$ cat src/rtl/jtag_host_shifter.sv
// Host-side JTAG scan engine: runs one IR/DR scan or TAP reset per command,
// generating TCK/TMS/TDI from clk_i and collecting TDO into a right-aligned response.
module jtag_host_shifter #(
  parameter int unsigned CLK_DIV = 2,
  parameter int unsigned DATA_W  = 32,
  parameter int unsigned LEN_W   = 6
) (
  input  logic              clk_i,
  input  logic              rst_i,
  input  logic              cmd_valid_i,
  output logic              cmd_ready_o,
  input  logic [1:0]        cmd_op_i,
  input  logic [LEN_W-1:0]  cmd_len_i,
  input  logic [DATA_W-1:0] cmd_data_i,
  output logic              done_o,
  output logic [DATA_W-1:0] rsp_data_o,
  output logic              tck_o,
  output logic              tms_o,
  output logic              tdi_o,
  input  logic              tdo_i
);

  localparam int unsigned CntW = LEN_W + 1;
  localparam int unsigned DivW = (CLK_DIV > 1) ? $clog2(CLK_DIV) : 1;
  localparam logic [DivW-1:0]  DivMax = DivW'(CLK_DIV - 1);
  localparam logic [LEN_W-1:0] MaxLen = LEN_W'(DATA_W);

  localparam logic [1:0] OpDr  = 2'b00;
  localparam logic [1:0] OpIr  = 2'b01;
  localparam logic [1:0] OpRst = 2'b10;
  localparam logic [1:0] OpRsv = 2'b11;

  typedef enum logic [1:0] {StIdle, StLoad, StScan, StDone} state_e;

  state_e              state_q;
  logic [1:0]          op_q;
  logic [LEN_W-1:0]    len_q;
  logic [DATA_W-1:0]   data_q;
  logic [DATA_W-1:0]   cap_q;
  logic [DATA_W-1:0]   rsp_q;
  logic [CntW-1:0]     tck_idx_q;
  logic [DivW-1:0]     div_q;
  logic                tck_q;
  logic                tms_q;
  logic                tdi_q;
  logic                done_q;

  logic [CntW-1:0]     pre_len;
  logic [CntW-1:0]     post_idx;
  logic [CntW-1:0]     last_idx;
  logic [CntW-1:0]     nxt_idx;
  logic                cur_shift;
  logic                nxt_shift;
  logic                nxt_tms;
  logic                nxt_tdi;
  logic [LEN_W-1:0]    len_clamped;
  logic [LEN_W-1:0]    rsp_shamt;

  // A TCK is a shift TCK when it falls in [pre, post) of the sequence.
  function automatic logic is_shift(input logic [1:0] op, input logic [CntW-1:0] idx,
                                    input logic [CntW-1:0] pre, input logic [CntW-1:0] post);
    return (op != OpRst) && (idx >= pre) && (idx < post);
  endfunction

  function automatic logic tms_at(input logic [1:0] op, input logic [CntW-1:0] idx,
                                  input logic [CntW-1:0] pre, input logic [CntW-1:0] post);
    logic tms;
    if (op == OpRst) begin
      tms = (idx < CntW'(5));
    end else if (idx < pre) begin
      tms = (idx == '0) || ((op == OpIr) && (idx == CntW'(1)));
    end else if (idx < post) begin
      tms = (idx == post - CntW'(1));
    end else begin
      tms = (idx == post);
    end
    return tms;
  endfunction

  always_comb begin
    pre_len   = (op_q == OpIr) ? CntW'(4) : CntW'(3);
    post_idx  = pre_len + CntW'(len_q);
    last_idx  = (op_q == OpRst) ? CntW'(5) : post_idx + CntW'(1);
    nxt_idx   = (state_q == StScan) ? tck_idx_q + CntW'(1) : '0;
    cur_shift = (state_q == StScan) && is_shift(op_q, tck_idx_q, pre_len, post_idx);
    nxt_shift = is_shift(op_q, nxt_idx, pre_len, post_idx);
    nxt_tms   = tms_at(op_q, nxt_idx, pre_len, post_idx);
    // data_q is shifted at the end of each shift TCK, so look one bit ahead here.
    nxt_tdi   = nxt_shift & (cur_shift ? data_q[1] : data_q[0]);
    rsp_shamt = MaxLen - len_q;
    if (cmd_len_i == '0) begin
      len_clamped = LEN_W'(1);
    end else if (cmd_len_i > MaxLen) begin
      len_clamped = MaxLen;
    end else begin
      len_clamped = cmd_len_i;
    end
  end

  always_ff @(posedge clk_i or posedge rst_i) begin
    if (rst_i) begin
      state_q   <= StIdle;
      op_q      <= OpDr;
      len_q     <= '0;
      data_q    <= '0;
      cap_q     <= '0;
      rsp_q     <= '0;
      tck_idx_q <= '0;
      div_q     <= '0;
      tck_q     <= 1'b0;
      tms_q     <= 1'b1;
      tdi_q     <= 1'b0;
      done_q    <= 1'b0;
    end else begin
      done_q <= 1'b0;
      unique case (state_q)
        StIdle: begin
          if (cmd_valid_i) begin
            op_q      <= cmd_op_i;
            len_q     <= len_clamped;
            data_q    <= cmd_data_i;
            cap_q     <= '0;
            tck_idx_q <= '0;
            div_q     <= '0;
            state_q   <= StLoad;
          end
        end
        StLoad: begin
          if (op_q == OpRsv) begin
            state_q <= StDone;
            done_q  <= 1'b1;
          end else begin
            state_q <= StScan;
            tck_q   <= 1'b0;
            div_q   <= '0;
            tms_q   <= nxt_tms;
            tdi_q   <= nxt_tdi;
          end
        end
        StScan: begin
          if (div_q != DivMax) begin
            div_q <= div_q + DivW'(1);
          end else if (!tck_q) begin
            // Last clk of the low phase: sample TDO ahead of the rising edge.
            div_q <= '0;
            tck_q <= 1'b1;
            if (cur_shift) begin
              cap_q <= {tdo_i, cap_q[DATA_W-1:1]};
            end
          end else begin
            div_q <= '0;
            tck_q <= 1'b0;
            if (cur_shift) begin
              data_q <= data_q >> 1;
            end
            if (tck_idx_q == last_idx) begin
              state_q <= StDone;
              done_q  <= 1'b1;
              rsp_q   <= cap_q >> rsp_shamt;
              tms_q   <= 1'b0;
              tdi_q   <= 1'b0;
            end else begin
              tck_idx_q <= nxt_idx;
              tms_q     <= nxt_tms;
              tdi_q     <= nxt_tdi;
            end
          end
        end
        StDone: begin
          state_q <= StIdle;
        end
        default: begin
          state_q <= StIdle;
        end
      endcase
    end
  end

  assign cmd_ready_o = (state_q == StIdle);
  assign done_o      = done_q;
  assign rsp_data_o  = rsp_q;
  assign tck_o       = tck_q;
  assign tms_o       = tms_q;
  assign tdi_o       = tdi_q;

endmodule

$ cat config.mk
export PLATFORM = sky130hd
export DESIGN_NAME = jtag_host_shifter
export DESIGN_NICKNAME = d
export VERILOG_FILES = /design/src/rtl/jtag_host_shifter.sv
export SDC_FILE = /design/constraint.sdc
export NUM_CORES = 1
export LEC_CHECK = 0
export CAP_MARGIN = 20
export CELL_PAD_IN_SITES_DETAIL_PLACEMENT = 0
export CELL_PAD_IN_SITES_GLOBAL_PLACEMENT = 2
export CORE_AREA = 2 2 150 152
export DETAILED_ROUTE_END_ITERATION = 8
export DIE_AREA = 0 0 152 154
export PLACE_DENSITY = 0.88
export SKIP_CTS_REPAIR_TIMING = 1
export SYNTH_ARGS = -nofsm -noshare
export SYNTH_HDL_FRONTEND = slang
export SYNTH_SLANG_ARGS = --single-unit
$ cat constraint.sdc
create_clock -name clk_i -period 4.9 [get_ports clk_i]
set_clock_uncertainty 0.1 [all_clocks]
set_input_delay 0.98 -clock clk_i [delete_from_list [all_inputs] [get_ports clk_i]]
set_output_delay 0.98 -clock clk_i [all_outputs]
set_load 0.01 [all_outputs]
==> impl_metrics.toml, run 1 <==
[critical_path]
cp_cell_sequence = "inv_1 > nand2_1 > ha_1 > fa_1 > inv_1 > ha_1 > or4_1 > a31oi_1 > nand4bb_1 > a211oi_1 > and3_2 > nand2_4 > mux2_4"
cp.arrival_ps = 4610
crit_required_ps = 5090
startpoint = "op_q[1]"
endpoint_kind = "flop"
r2r_slack_ps = 480
r2r_start = "op_q[1]"
critPathLaunchType = "flop"
ff2ff_path_depth = 13
cpPeakStageDelay_ps = 580
critical_path_class = "reg2reg"
cp_slowest_cell = "fa_1"
cp_max_fo = 33
timing.rr.end = "rsp_data_o[26]"

[min_path]
hold_path_end = "tms_o"
hp-start = "tms_o"
hold_class = "reg2reg"
hold_depth = 2

[global_routing]
overflow = 0
grt_use_total_pct = 18.24
antenna_found_initial = 0
grt_pass1_wl_mm = 35.14
grt_start_max_net_pins = 69
grt_pass1_vias = 6573

[outcome]
outcome = "complete, no violations"

[cts]
cts_tree = "built"
clk_path_buf_depth = 2
cts.sinks = 118
h-tree-depth = 4
cts_buffers = 17
clock_latency_ps = 420
clockRootBuffer = "clkbuf_16"
clk_pin_slew_worst_paths_ps = 60

[timing]
tightestPinTransition_ps = 976.1
relSlewSlack_pct = 34.93
fmax_mhz = 226.5
rsz0062_at_grt = "no"
setup_tns_ps = 0
setup_viol = 0
finalCritPeriodShare_pct = 90.11
finalCriticalPeriod_ps = 4416
final_max_slew_viol_count = 0
hold_violations = 0

[die]
fp-row-count = 54
start_util_pct = 36.44
ios = 81
die_h_um = 154
die_w_um = 152
dieArea_sq_um = 23410
core_sq_um = 21690

[synth]
ys_ff_latch = 118
syn-cell-area_sq_um = 7903
syn_avg_cell_area_sq_um = 9.476
ys_seq_area_share_pct = 37.38
yosysWarnings = 0
synthCells = 834
yosysUniqueCellTypes = 76
synth_ff_type = "dfrtp_1"
synth_nets = 906
synth-edff-count = 0
synthArstFlopShare_pct = 100.0

[pwr]
powerDensity_nw_per_um2 = 627.1
p_leak_nw = 4.173
total_power_mw = 6.006
ir_drop_mv = 0.2765

[route]
met2_length_mm = 9.660
dr.pass1.iters = 5
wire_per_inst_um = 17.73
drt-met1-wl_mm = 10.34
highest_layer = "met4"
postRouteAntennaNets = 0
wl_mm = 21.01
drcViolationCount = 0
first_iter_violations = 446
wl_met3_um = 764
viasPerCell = 5.603
vias = 6640

[final_layout]
diodes = 0
stdcell_count = 1185
multi_input_area_sq_um = 4651
seq_area_sq_um = 2955
drive_gt1_share_pct = 14.48
nets = 965
area_growth_syn_to_layout_pct = 21.20
fill_cells = 2122

[place]
buffer_ports.inserted = 80
finalWeightedCongestion = 0.9098
hpwl_mm = 15.08
dp_cells = 1154

[flow_run]
drv_cap = 0
[cell families (layout without fill, tap and decap cells)]
| group | Yosys count | in the layout | synth area share [%] |
|---|---|---|---|
| multiplexers | 84 | 84 | 15.52 |
| flip-flops | 118 | 118 | 37.38 |
| XOR/XNOR | 18 | 18 | 2.169 |
| AND/OR/NAND/NOR | 257 | 257 | 15.12 |
| buffers and inverters | 76 | 147 | 4.196 |
| adder cells (fa/ha/maj) | 29 | 29 | 4.655 |
| AO/OA/AOI/OAI | 252 | 252 | 20.96 |
[through the flow]
| step | cell area [sq um] | hold slack (ps) | util (%) | setup WS, ps |
|---|---|---|---|---|
| 3_5_place_dp | 8970 | 387.8 | 41.36 | 556.7 |
| 6_report | 9578 | 399.4 | 44.16 | 484.4 |
| 5_1_grt | 9578 | 414.1 | 44.16 | 243.5 |
| 2_1_floorplan | 7903 | 361.5 | - | 692.5 |
| 3_3_place_gp | 8970 | 379.6 | 41.36 | 679.7 |
| 4_1_cts | 9578 | 400.1 | 44.16 | 527.1 |
[how the worst max path moves through the flow]
stage	slack, ps	endpoint	cells after the start
2_1_floorplan	690	cap_q[0]	1
3_3_place_gp	680	rsp_data_o[12]	13
3_5_place_dp	560	rsp_data_o[11]	13
4_1_cts	530	rsp_data_o[11]	13
5_1_grt	240	rsp_data_o[26]	13
6_report	480	rsp_data_o[26]	13
[placed cells by master, fill, tap and decap left out, types with 12 or more instances in the layout]
| cell | instances |
|---|---|
| dfrtp_1 | 116 |
| nand2_1 | 94 |
| clkdlybuf4s50_1 | 80 |
| nor2_1 | 73 |
| a21oi_1 | 65 |
| o22ai_1 | 49 |
| o21ai_0 | 38 |
| a22o_1 | 33 |
| mux2_4 | 29 |
| ha_1 | 26 |
| mux2i_1 | 25 |
| buf_4 | 20 |
| nand3_1 | 18 |
| mux4_2 | 18 |
| clkbuf_16 | 17 |
| nand2b_1 | 15 |
| inv_1 | 12 |
| mux2_2 | 12 |
[critical path: cells and delay by family, from the launching register on]
| kind | cells | cell delay (ps) |
|---|---|---|
| fa+ha+maj | 3 | 1140 |
| mux | 1 | 430 |
| flops | 1 | 410 |
| compound gates | 2 | 580 |
| buf+inv | 2 | 200 |
| simple gates | 5 | 1400 |
[synth_stat cells, types with 5 or more instances]
cell type  instances  area (sq um)
dfrtp_1          117          2928
nand2_1           94         352.8
nor2_1            73         274.0
a21oi_1           65         325.3
o22ai_1           49         306.5
clkbuf_1          45         168.9
o21ai_0           38         190.2
a22o_1            33         289.0
mux2_4            29         435.4
ha_1              27         337.8
mux2i_1           25         250.2
mux4_2            18         405.4
nand3_1           18         90.09
nand2b_1          15         93.84
inv_1             13         48.80
mux2_2            12         135.1
nor3_1            11         55.05
nor2b_1           10         62.56
xnor2_1            9         78.83
xor2_1             8         70.07
a21o_1             7         52.55
buf_2              7         35.03
a31oi_1            6         37.54
o21a_1             6         45.04
a211oi_1           5         37.54
buf_6              5         56.30
nand4_1            5         31.28
or3_1              5         31.28
[report_power, final]
group	internal (mW)	leakage (nW)	switching [mW]	total (mW)
clock network	0.817	0.286	0.485	1.30
registers	1.18	1.54	0.175	1.35
logic	1.28	2.35	2.07	3.35
[sequential cells by signal, summed over array words and instances (netlist names)]
register,flops
tck_o,1
done_o,1
state_q,2
op_q,2
tck_idx_q,7
rsp_data_o,32
tdi_o,1
len_q,6
data_q,32
tms_o,1
div_q,1
cap_q,32
[metal layers]
metal,vias up,track usage [%]
li1,3219,-
met1,3261,26.79
met2,144,28.12
met3,16,2.818
met4,0,4.762
met5,-,0
[cell type report]
cell class | instances | share of cell area, %
Multi-Input combinational cell | 640 | 48.56
Sequential cell | 118 | 30.86
Timing Repair Buffer | 100 | 9.928
Clock buffer | 18 | 4.585
Tap cell | 280 | 3.658
Clock inverter | 13 | 1.764
Inverter | 16 | 0.6532
(Power assumes the default switching activity.)
==> run 2, diff against run 1 <==
--- a/config.mk
+++ b/config.mk
@@ -8,10 +8,10 @@
 export CAP_MARGIN = 20
 export CELL_PAD_IN_SITES_DETAIL_PLACEMENT = 0
 export CELL_PAD_IN_SITES_GLOBAL_PLACEMENT = 2
-export CORE_AREA = 2 2 150 152
+export CORE_AREA = 2 2 158 160
 export DETAILED_ROUTE_END_ITERATION = 8
-export DIE_AREA = 0 0 152 154
-export PLACE_DENSITY = 0.88
+export DIE_AREA = 0 0 160 162
+export PLACE_DENSITY = 0.84
 export SKIP_CTS_REPAIR_TIMING = 1
 export SYNTH_ARGS = -nofsm -noshare
 export SYNTH_HDL_FRONTEND = slang
==> constraint.sdc (replaced) <==
create_clock -name clk_i -period 4.05 [get_ports clk_i]
set_clock_uncertainty 0.1 [all_clocks]
set_input_delay 0.81 -clock clk_i [delete_from_list [all_inputs] [get_ports clk_i]]
set_output_delay 0.81 -clock clk_i [all_outputs]
set_load 0.01 [all_outputs]
==> run 2 against run 1 <==
Compared with the run above: total power increased by 29%; register-to-register slack worse by 360 ps; clock power increased by 27%; sequential share of layout area shrank 1.4 points; final area rose by 4.7%; final cell count increased by 5.9%; flip-flop and latch count unchanged; sequential power up 20%; combinational power grew 33%.
==> impl_metrics.toml, run 2 (synthesis gave the netlist of run 1 again) <==
[min_path]
hp-start = "tms_o"
hold_class = "reg2reg"

[critical_path]
startpoint = "op_q[1]"
r2r_start = "op_q[1]"
critPathLaunchType = "flop"
crit_required_ps = 4250
cp_max_fo = 8
endpoint = "rsp_data_o[23]"
endpoint_kind = "flop"
timing.rr.end = "rsp_data_o[23]"
ff2ff_path_depth = 14
cp.arrival_ps = 4120
critical_path_class = "reg2reg"
r2r_slack_ps = 130

[cts]
clock_latency_ps = 420
cts_tree = "built"
h-tree-depth = 4
clockRootBuffer = "clkbuf_16"
cts_buffers = 17
cts.sinks = 118
clk_path_buf_depth = 2
clk_pin_slew_worst_paths_ps = 60

[global_routing]
grt_start_max_net_pins = 52
overflow = 0
grt_pass1_wl_mm = 35.40
grt_pass1_vias = 6412
antenna_found_initial = 0
grt_use_total_pct = 16.94

[final_layout]
drive_gt1_share_pct = 18.05
diodes = 0
nets = 990
layout_commonest_cell = "dfrtp_1"
final_cell_area_sq_um = 10030
area_growth_syn_to_layout_pct = 26.95
most-common-layout-cells = "dfrtp_1 (116), nand2_1 (93), clkdlybuf4s50_1 (80), nor2_1 (73), a21oi_1 (64)"

[route]
dr.pass1.iters = 5
viasPerCell = 5.327
vias = 6686
postRouteAntennaNets = 0
wl_mm = 21.82
first_iter_violations = 451
drcViolationCount = 0
wire_per_inst_um = 17.39

[die]
start_util_pct = 32.78
dieArea_sq_um = 25920
core_sq_um = 24110
die_h_um = 162
fp-row-count = 57
die_w_um = 160
ios = 81

[timing]
fmax_mhz = 254.8
finalCriticalPeriod_ps = 3925
hold_violations = 0
final_max_slew_viol_count = 0
relSlewSlack_pct = 42.84
hold_slack_ps = 393.0
tightestPinTransition_ps = 855.7
finalCritPeriodShare_pct = 96.90
setup_viol = 0

[place]
finalWeightedCongestion = 0.8320
postPlaceCellArea_sq_um = 9225
hpwl_mm = 15.52
buffer_ports.inserted = 80

[pwr]
total_power_mw = 7.724
p_leak_nw = 4.349
ir_drop_mv = 0.3241
powerDensity_nw_per_um2 = 769.9

[outcome]
outcome = "complete, no violations"

[flow_run]
drv_cap = 0
-- run 2: how the worst min path moves through the flow --
stage / slack, ps / end / cells after the start
after floorplan: 360 / cap_q[0] / 1
after global placement: 380 / tms_o / 2
after detailed placement: 390 / tms_o / 2
after CTS: 400 / tms_o / 2
after global routing: 410 / tms_o / 2
final: 390 / tms_o / 2
-- run 2: area by class of cell --
cell class	count	area (sq um)
clock buffer	17	425.4
clock inverter	15	206.4
fill	2424	14070
inverter	16	62.56
multi-input combinational	640	4742
sequential	118	2955
tap	324	405.4
timing repair buffer	125	1235
-- run 2: per-layer routing --
layer	vias to the layer above	share of wire (%)	track usage (%)	routed length, um
met4	0	1.4	4.832	310
met5	-	0	0	0
met3	21	3.4	2.503	750
met2	143	46	25.70	9943
li1	3258	-	-	-
met1	3264	50	25.13	10820
-- run 2: metrics by stage --
stage                     setup slack [ps]  TNS (ps)  util [%]  instances
after floorplan                      12.54         0         -        834
after global placement               142.5         0     38.27       1218
after detailed placement             66.47         0     38.27       1218
after CTS                           -4.327    -9.231     40.89       1250
after global routing                -7.716    -18.37     41.62       1255
final                                125.4         0     41.62       1255
-- run 2: critical path, stage by stage, from the launching register on --
cell       delay, ps
dfrtp_1          380
inv_1             90
nand2_2           90
ha_4             180
fa_1             550
inv_1             70
ha_1             300
or4_4            520
a31oi_4          170
nand4bb_1        140
a211oi_2         310
and3_4           280
nand2_8          100
clkbuf_16        210
mux2_4           300
-- run 2: report_power, final --
| group | leakage, nW | internal, mW | total (mW) | switching, mW |
|---|---|---|---|---|
| combinational | 2.50 | 1.82 | 4.45 | 2.63 |
| sequential | 1.54 | 1.42 | 1.62 | 0.194 |
| clock | 0.309 | 1.00 | 1.65 | 0.652 |
